==> src/rtl/mc_ctrl_pkg.sv <==
// Shared encodings for the multicycle MIPS control path.
// Imported by the control FSM, its decoder, the datapath and the bench.
package mc_ctrl_pkg;

  typedef enum logic [3:0] {
    S_IF,
    S_ID,
    S_EXE_R,
    S_EXE_I,
    S_EXE_MA,
    S_EXE_BR,
    S_EXE_J,
    S_MEM_RD,
    S_MEM_WR,
    S_WB_R,
    S_WB_I,
    S_WB_LD,
    S_HALT
  } state_t;

  typedef enum logic [2:0] {
    CL_R,
    CL_I,
    CL_MA,
    CL_BR,
    CL_J,
    CL_HALT,
    CL_ILL
  } iclass_t;

  localparam logic [5:0] OP_RTYPE = 6'h00;
  localparam logic [5:0] OP_J     = 6'h02;
  localparam logic [5:0] OP_JAL   = 6'h03;
  localparam logic [5:0] OP_BEQ   = 6'h04;
  localparam logic [5:0] OP_BNE   = 6'h05;
  localparam logic [5:0] OP_ADDI  = 6'h08;
  localparam logic [5:0] OP_ADDIU = 6'h09;
  localparam logic [5:0] OP_SLTI  = 6'h0A;
  localparam logic [5:0] OP_ANDI  = 6'h0C;
  localparam logic [5:0] OP_ORI   = 6'h0D;
  localparam logic [5:0] OP_LW    = 6'h23;
  localparam logic [5:0] OP_SW    = 6'h2B;
  localparam logic [5:0] OP_HALT  = 6'h3F;

  localparam logic [5:0] F_ADD = 6'h20;
  localparam logic [5:0] F_SUB = 6'h22;
  localparam logic [5:0] F_AND = 6'h24;
  localparam logic [5:0] F_OR  = 6'h25;
  localparam logic [5:0] F_SLT = 6'h2A;

  localparam logic [2:0] ALU_ADD   = 3'b000;
  localparam logic [2:0] ALU_SUB   = 3'b001;
  localparam logic [2:0] ALU_FUNCT = 3'b010;
  localparam logic [2:0] ALU_AND   = 3'b011;
  localparam logic [2:0] ALU_OR    = 3'b100;
  localparam logic [2:0] ALU_SLT   = 3'b101;

  localparam logic [1:0] PC_ALU  = 2'b00;
  localparam logic [1:0] PC_BR   = 2'b01;
  localparam logic [1:0] PC_JMP  = 2'b10;

  localparam logic [1:0] SB_RT   = 2'b00;
  localparam logic [1:0] SB_FOUR = 2'b01;
  localparam logic [1:0] SB_IMM  = 2'b10;
  localparam logic [1:0] SB_IMM4 = 2'b11;

  localparam logic [1:0] RD_RT   = 2'b00;
  localparam logic [1:0] RD_RD   = 2'b01;
  localparam logic [1:0] RD_RA   = 2'b10;

  localparam logic [1:0] M2R_ALU = 2'b00;
  localparam logic [1:0] M2R_MDR = 2'b01;
  localparam logic [1:0] M2R_PC  = 2'b10;

endpackage

==> src/rtl/mc_ctrl_decode.sv <==
// Opcode classifier: instruction class, extender mode and
// the ALU operation used by immediate arithmetic.
module mc_ctrl_decode
  import mc_ctrl_pkg::*;
(
  input  logic [5:0] opcode,
  output iclass_t    cls,
  output logic       ext_ctrl,
  output logic [2:0] imm_op
);

  always_comb begin
    cls      = CL_ILL;
    ext_ctrl = 1'b1;
    imm_op   = ALU_ADD;
    unique case (1'b1)
      (opcode == OP_RTYPE): cls = CL_R;
      (opcode == OP_ADDI),
      (opcode == OP_ADDIU): cls = CL_I;
      (opcode == OP_SLTI): begin
        cls    = CL_I;
        imm_op = ALU_SLT;
      end
      (opcode == OP_ANDI): begin
        cls      = CL_I;
        imm_op   = ALU_AND;
        ext_ctrl = 1'b0;
      end
      (opcode == OP_ORI): begin
        cls      = CL_I;
        imm_op   = ALU_OR;
        ext_ctrl = 1'b0;
      end
      (opcode == OP_LW),
      (opcode == OP_SW): cls = CL_MA;
      (opcode == OP_BEQ),
      (opcode == OP_BNE): cls = CL_BR;
      (opcode == OP_J),
      (opcode == OP_JAL): cls = CL_J;
      (opcode == OP_HALT): cls = CL_HALT;
      default: cls = CL_ILL;
    endcase
  end

endmodule

==> src/rtl/mc_control_fsm.sv <==
// Multicycle MIPS main control FSM with memory wait timeout.
// Outputs are decoded from state and opcode; enables are forced low in reset.
module mc_control_fsm
  import mc_ctrl_pkg::*;
#(
  parameter int TIMEOUT_CYCLES = 255
) (
  input  logic       clk,
  input  logic       rst_n,
  input  logic [5:0] opcode,
  input  logic [5:0] funct,
  input  logic       zero,
  input  logic       mem_ready,
  output logic       mem_req,
  output logic       mem_we,
  output logic       IorD,
  output logic       PCWrite,
  output logic [1:0] PCSrc,
  output logic       IRWrite,
  output logic       ExtCtrl,
  output logic       ALUSrcA,
  output logic [1:0] ALUSrcB,
  output logic [2:0] ALUOp,
  output logic       RegWrite,
  output logic [1:0] RegDst,
  output logic [1:0] MemToReg,
  output logic       halted,
  output logic       fault,
  output logic       illegal
);

  localparam logic [7:0] TO_LAST = 8'(TIMEOUT_CYCLES - 1);

  state_t     state, state_nxt;
  logic [7:0] wait_cnt, wait_nxt;
  logic       fault_q, fault_nxt;
  iclass_t    cls;
  logic       ext_ctrl;
  logic [2:0] imm_op;
  logic       mem_state;
  logic       timeout;

  // funct is resolved by the ALU control when ALUOp=FUNCT
  logic unused_funct;
  assign unused_funct = ^funct;

  mc_ctrl_decode u_decode (
    .opcode   (opcode),
    .cls      (cls),
    .ext_ctrl (ext_ctrl),
    .imm_op   (imm_op)
  );

  assign mem_state = (state == S_IF) ||
                     (state == S_MEM_RD) ||
                     (state == S_MEM_WR);
  assign timeout   = mem_state && !mem_ready &&
                     (wait_cnt == TO_LAST);

  always_ff @(posedge clk or negedge rst_n) begin
    if (!rst_n) begin
      state    <= S_IF;
      wait_cnt <= '0;
      fault_q  <= 1'b0;
    end else begin
      state    <= state_nxt;
      wait_cnt <= wait_nxt;
      fault_q  <= fault_nxt;
    end
  end

  always_comb begin
    state_nxt = state;
    wait_nxt  = '0;
    fault_nxt = fault_q;
    if (mem_state && !mem_ready) wait_nxt = wait_cnt + 8'd1;
    unique case (state)
      S_IF:     if (mem_ready) state_nxt = S_ID;
      S_ID: begin
        unique case (cls)
          CL_R:    state_nxt = S_EXE_R;
          CL_I:    state_nxt = S_EXE_I;
          CL_MA:   state_nxt = S_EXE_MA;
          CL_BR:   state_nxt = S_EXE_BR;
          CL_J:    state_nxt = S_EXE_J;
          CL_HALT: state_nxt = S_HALT;
          default: state_nxt = S_IF;
        endcase
      end
      S_EXE_R:  state_nxt = S_WB_R;
      S_EXE_I:  state_nxt = S_WB_I;
      S_EXE_MA: state_nxt = (opcode == OP_SW) ? S_MEM_WR : S_MEM_RD;
      S_MEM_RD: if (mem_ready) state_nxt = S_WB_LD;
      S_MEM_WR: if (mem_ready) state_nxt = S_IF;
      S_EXE_BR,
      S_EXE_J,
      S_WB_R,
      S_WB_I,
      S_WB_LD:  state_nxt = S_IF;
      default:  state_nxt = S_HALT;
    endcase
    if (timeout) begin
      state_nxt = S_HALT;
      wait_nxt  = '0;
      fault_nxt = 1'b1;
    end
  end

  always_comb begin
    mem_req  = 1'b0;
    mem_we   = 1'b0;
    IorD     = 1'b0;
    PCWrite  = 1'b0;
    PCSrc    = PC_ALU;
    IRWrite  = 1'b0;
    ALUSrcA  = 1'b0;
    ALUSrcB  = SB_RT;
    ALUOp    = ALU_ADD;
    RegWrite = 1'b0;
    RegDst   = RD_RT;
    MemToReg = M2R_ALU;
    // reset abandons any in-flight access without waiting for clk
    if (rst_n) begin
      unique case (state)
        S_IF: begin
          mem_req = 1'b1;
          ALUSrcB = SB_FOUR;
          IRWrite = mem_ready;
          PCWrite = mem_ready;
        end
        S_ID:  ALUSrcB = SB_IMM4;
        S_EXE_R: begin
          ALUSrcA = 1'b1;
          ALUOp   = ALU_FUNCT;
        end
        S_EXE_I: begin
          ALUSrcA = 1'b1;
          ALUSrcB = SB_IMM;
          ALUOp   = imm_op;
        end
        S_EXE_MA: begin
          ALUSrcA = 1'b1;
          ALUSrcB = SB_IMM;
        end
        S_EXE_BR: begin
          ALUSrcA = 1'b1;
          ALUOp   = ALU_SUB;
          PCSrc   = PC_BR;
          PCWrite = (opcode == OP_BEQ) ? zero : !zero;
        end
        S_EXE_J: begin
          PCWrite = 1'b1;
          PCSrc   = PC_JMP;
          if (opcode == OP_JAL) begin
            RegWrite = 1'b1;
            RegDst   = RD_RA;
            MemToReg = M2R_PC;
          end
        end
        S_MEM_RD: begin
          mem_req = 1'b1;
          IorD    = 1'b1;
        end
        S_MEM_WR: begin
          mem_req = 1'b1;
          mem_we  = 1'b1;
          IorD    = 1'b1;
        end
        S_WB_R: begin
          RegWrite = 1'b1;
          RegDst   = RD_RD;
        end
        S_WB_I:  RegWrite = 1'b1;
        S_WB_LD: begin
          RegWrite = 1'b1;
          MemToReg = M2R_MDR;
        end
        default: ;
      endcase
    end
  end

  assign ExtCtrl = ext_ctrl;
  assign halted  = (state == S_HALT);
  assign fault   = fault_q;
  assign illegal = rst_n && (state == S_ID) && (cls == CL_ILL);

endmodule

==> config.mk <==
export PLATFORM = sky130hd
export DESIGN_NAME = mc_control_fsm
export DESIGN_NICKNAME = d
export VERILOG_FILES = /design/src/rtl/mc_ctrl_pkg.sv /design/src/rtl/mc_ctrl_decode.sv /design/src/rtl/mc_control_fsm.sv
export SDC_FILE = /design/constraint.sdc
export NUM_CORES = 1
export LEC_CHECK = 0
export CELL_PAD_IN_SITES_DETAIL_PLACEMENT = 1
export CELL_PAD_IN_SITES_GLOBAL_PLACEMENT = 1
export CORE_UTILIZATION = 35
export CTS_BUF_LIST = sky130_fd_sc_hd__clkbuf_16
export DETAILED_ROUTE_END_ITERATION = 10
export PLACE_DENSITY = 0.95
export SYNTH_ARGS = -nofsm -noshare
export SYNTH_HDL_FRONTEND = slang
export SYNTH_SLANG_ARGS = --single-unit
==> constraint.sdc <==
create_clock -name clk -period 6.65 [get_ports clk]
set_clock_uncertainty 0.05 [all_clocks]
set_input_delay 1.33 -clock clk [delete_from_list [all_inputs] [get_ports clk]]
set_output_delay 1.33 -clock clk [all_outputs]
set_load 0.02 [all_outputs]
==> results.json, run 1 <==
{
  "hp-start": "fault$_DFFE_PN0P_",
  "ff_latch_area_um2": 325.3,
  "hold_end": "fault$_DFFE_PN0P_",
  "routedWlPerCell_um": 18.62,
  "via_per_inst": 5.680,
  "multi_input_area_um2": 775.7,
  "top_usage_layer": "met2",
  "critPathRequiredTime_ns": 5.27,
  "crit_slowest_cell": "clkdlybuf4s50_1",
  "root_buffer": "clkbuf_16",
  "gr-total-overflow": 0,
  "setup_tns_ns": 0,
  "hold_class": "flip-flop to flip-flop",
  "yosys.area.top_type": "dfrtp_1",
  "grt_usage": 0.2606,
  "rrSetupSlack_ns": 4.62,
  "row_count": 20,
  "wirelength_um": 4190,
  "initial_core_util": 0.3772,
  "clkSlewWorstSetupHoldPaths_ns": 0.05,
  "grt_use_met1": 0.3316,
  "gp_congestion": 0.7783,
  "combPwrFrac": 0.485,
  "cp_cell_sequence": "clkdlybuf4s50_1 -> nor4_1 -> o2bb2ai_1 -> inv_1 -> ha_1 -> nand2b_1 -> o21ai_1 -> nor2_1 -> clkdlybuf4s50_1",
  "die_y_um": 60.06,
  "io_buffers": 31,
  "fin_crit_ns": 5.589,
  "ios": 38,
  "synth_top_area_frac": 0.2757,
  "tightest_slew_ns": 0.6351,
  "fmax_ghz": 0.1789,
  "fillers": 397,
  "cts.sinks": 13,
  "outcome": "finished clean",
  "path_depth": 9,
  "rsz0062_at_grt": "no",
  "worst_r2r_path_depth": 4,
  "sw_frac_of_total": 0.4506,
  "path_buf_inv": 3,
  "antenna_left": 0,
  "ys_warn_count": 0,
  "clock_latency_ns": 0.25,
  "ys_seq_area_frac": 0.2757,
  "worst_path_most_repeated_cell": "clkdlybuf4s50_1",
  "power.density_nw_per_um2": 317.2,
  "cts_tree": "yes",
  "whs_ns": 0.4265,
  "irDropWorstVdd_v": 0.0001507,
  "syn_area_um2": 1180,
  "post-cts-setup-buffer-count": 0,
  "async_flop_share": 1.000,
  "arrival_ns": 4.21,
  "pwr-share-clk": 0.237,
  "synth-edff-count": 0,
  "slew_violations": 0,
  "final_common_cell": "clkdlybuf4s50_1",
  "ctsResizeCount": 0,
  "relSlewSlack": 0.5757,
  "grt_use_met2": 0.4333,
  "met3_usage": 0.04762,
  "drt_iter0_markers": 79,
  "coreArea_um2": 3128,
  "grt_max_degree": 21,
  "drtPass1Iterations": 4,
  "nets": 201,
  "p_int_mw": 0.2745,
  "syn_inst": 154,
  "synth_area_leaders": "dfrtp_1, nor2_1, nand2_1, nand3_1, xor2_1",
  "synth.avg_cell_area_um2": 7.662,
  "startpoint": "opcode[2]",
  "grt_pass1_vias": 1318,
  "hpwl_um": 2752,
  "finalCritPeriodShare": 0.8404,
  "drc": 0,
  "reg2reg_from": "state[2]$_DFFE_PN0P_",
  "diodes": 0,
  "holdPathStages": 1,
  "syn-num-nets": 173,
  "hold_viol": 0,
  "r2r_end": "state[2]$_DFFE_PN0P_",
  "cap_violations": 0,
  "drive_gt1_frac": 0.05525,
  "final_cell_mix": "clkdlybuf4s50_1, nor2_1, nand2_1, dfrtp_1, nand3_1",
  "holdBufCountCts": 0,
  "synthFlopType": "dfrtp_1",
  "syn_to_final_growth_pct": 33.51,
  "yosysUniqueCellTypes": 52,
  "grt_first_pass_wirelength_um": 6796,
  "die_w_um": 60.06,
  "setup_viol": 0,
  "seqPwrFrac": 0.277,
  "dr_total_vias": 1278,
  "worst_setup_path_end_kind": "output port",
  "start_kind": "input port",
  "cts.path.max_buffers": 2,
  "cp_max_fo": 11,
  "die_area_um2": 3607,
  "htree_levels": 1,
  "p_leak_nw": 0.6455,
  "path_delay_family": "buffers and inverters",
  "antenna_found_initial": 0,
  "cts_buffers": 3,
  "synth-seq-cells": 13,
  "p_sw_mw": 0.2251,
  "path_class": "input port to output port",
  "critPathMaxStageDelay_ns": 0.61
}
-- sequential cells by signal, indices dropped and copies added (netlist names) --
register / cells
fault: 1
state: 4
wait_cnt: 8
-- power groups by stage --
stage	clock network, mW	logic (mW)	registers [mW]
2_1_floorplan	0	0.184	0.106
3_3_place_gp	0	0.219	0.134
3_5_place_dp	0	0.229	0.137
4_1_cts	0.120	0.242	0.137
5_1_grt	0.124	0.264	0.142
6_report	0.119	0.243	0.139
-- Yosys cell counts (2+ instances only) --
cell type,n
nand2_1,13
dfrtp_1,13
buf_2,2
nand3_1,9
xnor2_1,4
nor3b_1,2
nand2b_1,2
o21bai_1,2
clkbuf_1,3
a21oi_1,5
nand4_1,3
nor3_1,5
ha_1,3
xor2_1,5
a21o_1,2
and2_1,2
nor4_1,2
inv_1,6
nor2b_1,4
nor2_1,26
buf_6,2
o21ai_0,4
and4_1,3
and3_1,4
-- kinds of logic (layout without fill, tap and decap cells) --
family                     after synthesis  after routing  synth area share
buffers and inverters                   15             42           0.06680
muxes                                    1              1          0.008484
adders and majority gates                3              3           0.03182
and+or+nand+nor                         85             85            0.3849
AOI/OAI and AO/OA                       28             28            0.1654
xor gates and xnor gates                 9              9           0.06680
DFF                                     13             13            0.2757
-- worst max-delay path by stage --
stage / endpoint / slack [ns]
finish: illegal / 1.06
global route: illegal / 0.83
CTS: illegal / 1.08
detailed placement: illegal / 1.09
global placement: illegal / 1.30
floorplan: illegal / 2.48
-- layer usage --
layer / vias to the layer above / routed length (um)
li1: 598 / -
met1: 635 / 1849
met2: 33 / 2086
met3: 12 / 131
met4: 0 / 123
met5: - / 0
-- stage by stage --
stage	setup WS, ns	power [mW]	utilization	std cells	cell area, um2
floorplan	2.485	0.2903	-	154	1180
global placement	1.300	0.3524	0.4784	221	1496
detailed placement	1.087	0.3666	0.4784	221	1496
CTS	1.078	0.4987	0.5036	225	1575
global route	0.8279	0.5294	0.5036	225	1575
finish	1.061	0.4996	0.5036	225	1575
-- final cells by class --
| class | count | area share |
|---|---|---|
| Inverter | 6 | 0.01430 |
| Timing Repair Buffer | 32 | 0.2017 |
| Clock inverter | 1 | 0.002383 |
| Tap cell | 44 | 0.03495 |
| Sequential cell | 13 | 0.2065 |
| Multi-Input combinational cell | 126 | 0.4925 |
| Clock buffer | 3 | 0.04766 |
Note: power is estimated with default switching activity, not from simulation.
==> inputs of run 2 (changes only) <==
Settings changed: CORE_UTILIZATION 35 to 29, PLACE_DENSITY 0.95 to 0.85.
Clock period 6.65 ns to 4.7 ns, I/O delays scaled along.
==> run 2 against run 1 <==
Wire length decreased by 23%. Setup slack worse by 0.86 ns. Cell count is 3.6% higher. Sequential share of layout area shrank 0.45 points. Critical path depth unchanged. Non-clock buffer count up 4. Worst hold slack lost 0.0066 ns. Flip-flop and latch count unchanged. Largest power group unchanged.
==> results.json, run 2 (same netlist as run 1, synthesis figures left out) <==
{
  "p_sw_mw": 0.2798,
  "worst_setup_path_end_kind": "output port",
  "root_buffer": "clkbuf_16",
  "die_area_um2": 4328,
  "start_kind": "input port",
  "wirelength_um": 3215,
  "drt_iter0_markers": 107,
  "final_common_cell": "clkdlybuf4s50_1",
  "post-cts-setup-buffer-count": 0,
  "seqPwrFrac": 0.287,
  "startpoint": "opcode[5]",
  "path_class": "input port to output port",
  "combPwrFrac": 0.477,
  "drc": 0,
  "fmax_ghz": 0.2221,
  "cap_violations": 0,
  "tightest_slew_ns": 0.5718,
  "outcome": "finished clean",
  "setup_tns_ns": 0,
  "postLayoutCoreUtil": 0.4270,
  "nets": 205,
  "drive_gt1_frac": 0.07568,
  "grt_max_degree": 20,
  "grt_usage": 0.1638,
  "sw_frac_of_total": 0.4183,
  "slew_violations": 0,
  "gr-total-overflow": 0,
  "htree_levels": 1,
  "die_y_um": 65.79,
  "grt_first_pass_wirelength_um": 5595,
  "reg2reg_from": "state[2]$_DFFE_PN0P_",
  "largest_reg_flops": 8,
  "clock_latency_ns": 0.24,
  "ios": 38,
  "cts_buffers": 3,
  "dr_total_vias": 1230,
  "finalNonFillerCells": 233,
  "antenna_left": 0,
  "setup_viol": 0,
  "whs_ns": 0.4200,
  "arrival_ns": 3.51,
  "initial_core_util": 0.3129,
  "hp-start": "fault$_DFFE_PN0P_",
  "coreArea_um2": 3771,
  "hold_class": "flip-flop to flip-flop",
  "p_leak_nw": 0.6653,
  "row_count": 22,
  "syn_to_final_growth_pct": 36.48,
  "io_buffers": 31,
  "place_inst": 229,
  "final_cell_mix": "clkdlybuf4s50_1, nor2_1, nand2_1, dfrtp_1, nand3_1",
  "irDropWorstVdd_v": 0.0001368,
  "routedWlPerCell_um": 13.80,
  "regMostFlops": "wait_cnt",
  "relSlewSlack": 0.6180,
  "diodes": 0,
  "via_per_inst": 5.279,
  "hpwl_um": 2527,
  "clkSlewWorstSetupHoldPaths_ns": 0.04,
  "grt_pass1_vias": 1249,
  "die_w_um": 65.79,
  "p_int_mw": 0.3892,
  "holdBufCountCts": 0,
  "cts.path.max_buffers": 2,
  "pwr-share-clk": 0.236,
  "cp_max_fo": 8,
  "cts.sinks": 13,
  "rsz0062_at_grt": "no",
  "ctsResizeCount": 0,
  "fin_crit_ns": 4.503,
  "drtPass1Iterations": 4,
  "antenna_found_initial": 0,
  "power.density_nw_per_um2": 415.4,
  "gp_congestion": 0.7718,
  "hold_viol": 0,
  "critPathRequiredTime_ns": 3.71,
  "finalCritPeriodShare": 0.9580,
  "cts_tree": "yes"
}
run 2: layout make-up:
| class | instances | area [um2] |
|---|---|---|
| fill | 469 | 2161 |
| multi-input combinational | 126 | 775.7 |
| timing repair buffer | 36 | 347.8 |
| sequential | 13 | 325.3 |
| clock buffer | 3 | 75.07 |
| tap | 48 | 60.06 |
| inverter | 6 | 22.52 |
| clock inverter | 1 | 3.754 |
run 2: final timing paths:
check	to	slack [ns]	cells after the start
max	illegal	0.20	9
min	fault$_DFFE_PN0P_	0.42	1
max reg2reg	state[3]$_DFFE_PN0P_	2.75	5
min reg2reg	fault$_DFFE_PN0P_	0.42	1
max in group asynchronous	wait_cnt[1]$_DFF_PN0_	3.38	2
min in group asynchronous	wait_cnt[4]$_DFF_PN0_	1.04	2
run 2: critical path, cell delays in order:
cell and delay, ns:
clkdlybuf4s50_1 0.55, nor4_1 0.42, o2bb2ai_1 0.23, inv_1 0.10, ha_1 0.23, nand2b_1 0.16
o21ai_1 0.23, nor2_1 0.10, clkdlybuf4s50_1 0.54
run 2: metrics by stage:
step                      area (um2)  setup WS [ns]  power, mW
after CTS                       1610         0.1918     0.6737
after global routing            1610        0.03787     0.7193
after detailed placement        1531         0.2113     0.5165
after global placement          1531         0.2994     0.5071
after floorplan                 1180          1.315     0.4107
final                           1610         0.1975     0.6690
run 2: power by group through the flow:
stage | logic (mW) | registers, mW | clock network (mW)
floorplan | 0.261 | 0.150 | 0
global placement | 0.316 | 0.192 | 0
detailed placement | 0.323 | 0.194 | 0
CTS | 0.323 | 0.192 | 0.159
global route | 0.353 | 0.200 | 0.166
finish | 0.319 | 0.192 | 0.158
run 2: per-layer routing:
layer	routed length, um	vias to the layer above	GRT usage
li1	-	608	-
met1	1525	598	0.2174
met2	1555	20	0.2730
met3	90	4	0.01724
met4	44	0	0.05707
met5	0	-	0
